`src/rtl/capture_sequencer.sv`:
```
// Frame capture sequencer: arms the LVDS image buffer once per line, waits out its
// command latency, drains one line of words and forwards them over valid/ready.
module capture_sequencer #(
    parameter int         PIXELS_PER_LINE = 16,
    parameter int         NUM_LINES       = 8,
    parameter logic [7:0] ARM_CMD         = 8'hA2,
    parameter int         HOLDOFF_CYCLES  = 100,
    parameter int         TIMEOUT_CYCLES  = 40000
) (
    input  logic        clk40M,
    input  logic        nRst,
    input  logic        start,
    input  logic        abort,
    output logic        cmdUpdate,
    output logic [7:0]  cmd,
    input  logic        fifoEmpty,
    output logic        fifoRd,
    input  logic [15:0] fifoData,
    output logic        pixValid,
    output logic [15:0] pixData,
    output logic        pixSof,
    output logic        pixEol,
    input  logic        pixReady,
    output logic        busy,
    output logic        done,
    output logic        timeoutErr,
    output logic [7:0]  lineCount,
    output logic [2:0]  dbgState
);
    localparam int PW = $clog2(PIXELS_PER_LINE);
    localparam int LW = (NUM_LINES > 1) ? $clog2(NUM_LINES) : 1;
    localparam int HW = $clog2(HOLDOFF_CYCLES + 1);
    localparam int TW = $clog2(TIMEOUT_CYCLES + 1);
    localparam logic [PW-1:0] PIX_LAST  = PW'(PIXELS_PER_LINE - 1);
    localparam logic [LW-1:0] LINE_LAST = LW'(NUM_LINES - 1);
    localparam logic [HW-1:0] HOLD_LOAD = HW'(HOLDOFF_CYCLES - 1);
    localparam logic [TW-1:0] TO_LAST   = TW'(TIMEOUT_CYCLES - 1);

    typedef enum logic [2:0] {
        IDLE    = 3'd0,
        ARM     = 3'd1,
        HOLDOFF = 3'd2,
        FETCH   = 3'd3,
        LATCH   = 3'd4,
        SEND    = 3'd5
    } stateType;

    stateType      state;
    stateType      nextState;
    logic [PW-1:0] pixCnt;
    logic [LW-1:0] lineCnt;
    logic [HW-1:0] holdCnt;
    logic [TW-1:0] toCnt;
    logic          pixValidQ;
    logic          pixLast;
    logic          lineLast;

    assign pixLast   = (pixCnt == PIX_LAST);
    assign lineLast  = (lineCnt == LINE_LAST);
    assign lineCount = 8'(lineCnt);
    assign dbgState  = state;

    always_ff @(posedge clk40M) begin
        if (!nRst) begin
            state <= IDLE;
        end else begin
            state <= nextState;
        end
    end

    always_comb begin
        nextState = state;
        if (abort) begin
            nextState = IDLE;
        end else begin
            case (state)
                IDLE:    if (start) nextState = ARM;
                ARM:     nextState = HOLDOFF;
                HOLDOFF: if (holdCnt == '0) nextState = FETCH;
                FETCH: begin
                    if (!fifoEmpty) begin
                        nextState = LATCH;
                    end else if (toCnt == TO_LAST) begin
                        nextState = IDLE;
                    end
                end
                LATCH:   nextState = SEND;
                SEND: begin
                    if (pixReady) begin
                        if (!pixLast) begin
                            nextState = FETCH;
                        end else if (!lineLast) begin
                            nextState = ARM;
                        end else begin
                            nextState = IDLE;
                        end
                    end
                end
                default: nextState = IDLE;
            endcase
        end
    end

    // pixValid/pixReady: a word transfers on every cycle where both are high; once
    // pixValid is up, pixData/pixSof/pixEol do not change until that cycle. abort
    // withdraws the offer immediately.
    always_comb begin
        cmdUpdate = (state == ARM) && !abort;
        cmd       = cmdUpdate ? ARM_CMD : 8'h00;
        fifoRd    = (state == FETCH) && !fifoEmpty && !abort;
        busy      = (state != IDLE);
        pixValid  = pixValidQ && !abort;
    end

    always_ff @(posedge clk40M) begin
        if (!nRst) begin
            pixCnt     <= '0;
            lineCnt    <= '0;
            holdCnt    <= '0;
            toCnt      <= '0;
            pixValidQ  <= 1'b0;
            pixData    <= '0;
            pixSof     <= 1'b0;
            pixEol     <= 1'b0;
            done       <= 1'b0;
            timeoutErr <= 1'b0;
        end else begin
            done <= 1'b0;
            if (abort) begin
                pixValidQ <= 1'b0;
                pixSof    <= 1'b0;
                pixEol    <= 1'b0;
            end else begin
                case (state)
                    IDLE: begin
                        if (start) begin
                            lineCnt    <= '0;
                            pixCnt     <= '0;
                            timeoutErr <= 1'b0;
                        end
                    end
                    ARM: holdCnt <= HOLD_LOAD;
                    HOLDOFF: begin
                        if (holdCnt != '0) holdCnt <= holdCnt - 1'b1;
                        toCnt <= '0;
                    end
                    FETCH: begin
                        // A read wins over a timeout that expires on the same cycle.
                        if (fifoEmpty) begin
                            if (toCnt == TO_LAST) begin
                                timeoutErr <= 1'b1;
                            end else begin
                                toCnt <= toCnt + 1'b1;
                            end
                        end
                    end
                    LATCH: begin
                        pixData   <= fifoData;
                        pixValidQ <= 1'b1;
                        pixSof    <= (lineCnt == '0) && (pixCnt == '0);
                        pixEol    <= pixLast;
                    end
                    SEND: begin
                        if (pixReady) begin
                            pixValidQ <= 1'b0;
                            pixSof    <= 1'b0;
                            pixEol    <= 1'b0;
                            if (!pixLast) begin
                                pixCnt <= pixCnt + 1'b1;
                                toCnt  <= '0;
                            end else if (!lineLast) begin
                                lineCnt <= lineCnt + 1'b1;
                                pixCnt  <= '0;
                            end else begin
                                done <= 1'b1;
                            end
                        end
                    end
                    default: ;
                endcase
            end
        end
    end

endmodule
```
`config.mk`:
```
export PLATFORM = sky130hd
export DESIGN_NAME = capture_sequencer
export DESIGN_NICKNAME = d
export VERILOG_FILES = /design/src/rtl/capture_sequencer.sv
export SDC_FILE = /design/constraint.sdc
export NUM_CORES = 1
export LEC_CHECK = 0
export ABC_AREA = 1
export CORE_ASPECT_RATIO = 1.25
export CORE_MARGIN = 2
export CORE_UTILIZATION = 27
export CTS_CLUSTER_SIZE = 16
export DETAILED_ROUTE_END_ITERATION = 7
export DONT_BUFFER_PORTS = 1
export PLACE_DENSITY = 0.42
export SLEW_MARGIN = 20
export SYNTH_ARGS = -nofsm -noshare
export SYNTH_HDL_FRONTEND = slang
export SYNTH_SLANG_ARGS = --single-unit
```
`constraint.sdc`:
```
create_clock -name clk40M -period 1.7 [get_ports clk40M]
set_input_delay 0.255 -clock clk40M [delete_from_list [all_inputs] [get_ports clk40M]]
set_output_delay 0.255 -clock clk40M [all_outputs]
set_load 0.03 [all_outputs]
```
==> run metrics <==
hold worst-path end=toCnt[9]; final non-filler cell total=636; clock sink count=54; R2R cell count=10; maximum vdd drop=0.3727 mV; Setup-failing EPs final=0; die width=100.9 µm; Placed Cells=624; area grow syn2layout=19.64%; Die Y=125.2 µm; Slew Limit Fails=0; Slew headroom=62.88%; Setup TNS=0 ns; Reg clk slew, reported paths=0.08 ns; Die ar.=0.01264 mm²; Setup CP Type=register to register; number of global-route vias before repair=2843; Mean Syn Cell Area=6.763 µm²; GRT overflow=0; worst path required time=1.90 ns; Via Count=2966; count leader, synth=nand2_1; post-synth top area share=34.08%; maximum clock rate=628.8 MHz; Worst R2R End=toCnt[2]; Antenna Nets Post-Route=0; initial core utilization=27.44%; Synth cell types=31; synthesized area=0.003172 mm²; total CTS buffers=5; Async SR Flop Fraction=0%; EDFF count, synth=0; IO Pins=65; drc violations=0; Worst Tran Pin Value=0.5547 ns; gp weighted congestion=0.7996; Crit. End Element=register; TritonCTS clock tree=built; hold path depth=2; post-DP HPWL=6083 µm; Worst Hold Class=input pin to register; worst reg2reg startpoint=pixCnt[0]; largest net degree at the start of global routing=30; port bufs=0; most common library cells after synthesis=nand2_1 (104), nand3_1 (56), dfxtp_1 (54), inv_1 (53), nor2_1 (52); post-layout min period=1.590 ns; flop-to-flop setup slack=0.11 ns; drt total wl=8365 µm; min-delay src=nRst; first-pass GRT wire length=13570 µm; Site Rows=44; maxcap violations=0; initial antenna violation count=0; top_reg_cell synth=dfxtp_1; top cells by area, synth=dfxtp_1 (34%), nand2_1 (12%), nand3_1 (8.8%); Ys Warns=0; First-pass DRT Iterations=4; Syn Inst Count=469; drt wl/cell=13.15 µm; antenna cell count=0; Hold Slack=0.07136 ns; H-Tree Depth=2; clock tree buffer depth=2; startpoint type of the worst setup path=register; outcome=completed; vias per inst=4.664; Final period util=93.54%; Fin. Hold Viols=0; later-pin clock latency in the skew report=0.30 ns; crit-path max FO=12; DRT iter0 DRCs=50; CTS Root Cell=clkbuf_16; area leader, netlist=dfxtp_1; share of post-route cells with drive strength above 1=20.08%; GR Util All Layers=13.07%; Yosys reg bits=54; Worst Skew=0.006967 ns; leakage=1.534 nW; final net count=527; WP data arrival=1.79 ns; post-synthesis sequential area ratio=34.08%; crit path launch=pixCnt[0]; Core Region=0.01156 mm²; Pwr Density=722.8 mW/mm²
## through the flow
step / utilization (%) / power [mW] / setup WS, ns / instance area (µm²)
2_1_floorplan: - / 1.593 / 0.02062 / 3211
4_1_cts: 31.90 / 2.786 / 0.02605 / 3689
3_5_place_dp: 30.32 / 1.660 / 0.05331 / 3506
5_1_grt: 32.82 / 2.888 / -0.01448 / 3795
6_report: 32.82 / 2.743 / 0.1097 / 3795
3_3_place_gp: 30.32 / 1.657 / 0.02947 / 3506
## per-layer routing
layer	GRT usage, %	vias to the layer above	wire length (µm)
li1	-	1539	-
met1	15.28	1359	3616
met2	23.80	58	4267
met3	2.348	10	361
met4	3.975	0	120
met5	0	-	0
## power by group
part | internal [mW] | leakage (nW) | switching, mW
clock network | 0.567 | 0.0763 | 0.532
registers | 1.28 | 0.439 | 0.0230
logic | 0.114 | 1.02 | 0.222
## how the worst max path moves through the flow
stage / to / slack (ns) / cells past startpoint
4_1_cts: toCnt[0] / 0.03 / 10
5_1_grt: pixCnt[2] / -0.01 / 10
3_3_place_gp: toCnt[0] / 0.03 / 10
6_report: toCnt[2] / 0.11 / 10
2_1_floorplan: toCnt[13] / 0.02 / 11
3_5_place_dp: toCnt[0] / 0.05 / 10
## final cells by class
cell class / instances / area, µm²
clock buffers: 5 / 125.1
clock inverters: 3 / 28.78
fillers: 1262 / 7766
inverters: 57 / 214.0
multi-input cells: 338 / 1785
flip-flops and latches: 54 / 1090
well taps: 138 / 172.7
repair buffers: 41 / 379.1
## cell usage in the layout, fill, tap and decap left out, drive strengths merged
| cell type | Yosys | routed |
|---|---|---|
| nand2 | 111 | 111 |
| nand3 | 69 | 69 |
| inv | 57 | 59 |
| nor2 | 56 | 56 |
| dfxtp | 54 | 54 |
| a21oi | 42 | 42 |
| buf | 22 | 40 |
| o21ai | 16 | 16 |
| conb | 1 | 10 |
| nand4 | 8 | 8 |
| nor3 | 8 | 8 |
| ha | 8 | 8 |
| clkbuf | 7 | 6 |
| xor2 | 4 | 4 |
| nand3b | 2 | 2 |
| and2 | 1 | 1 |
| nor3b | 1 | 1 |
| o21bai | 1 | 1 |
| xnor2 | 1 | 1 |
| clkinv | 0 | 1 |
## state kept, by name, indices dropped and copies added (netlist names)
signal and count:
lineCnt 3, timeoutErr 1, done 1, dbgState 3, pixEol 1, pixValidQ 1
pixData 16, toCnt 16, pixCnt 4, holdCnt 7, pixSof 1
## worst max-delay path, stage by stage, from the launching register on
cell	delay, ns
dfxtp_1	0.32
ha_2	0.20
nand3_2	0.12
nand3_4	0.09
nand2_2	0.07
nand2_2	0.06
nor2_4	0.20
nand2_2	0.10
buf_12	0.15
o21ai_1	0.12
nor2_1	0.05
## kinds of logic after synthesis
family | synth area share (%)
simple gates | 38.22
buf+inv | 12.82
compound gates | 10.22
flops | 34.08
fa+ha+maj | 3.156
xor+xnor | 1.381
other cells | 0.1182
## repair_timing
action | 4_1_cts | 5_1_grt
setup endpoints to repair | 5 | 22
gates cloned | 0 | 1
hold buffers | 0 | 0
gates resized for setup | 3 | 23
buffers inserted | 3 | 0
pin swaps | 1 | 5
No activity file was read; power rests on OpenSTA's default activity.
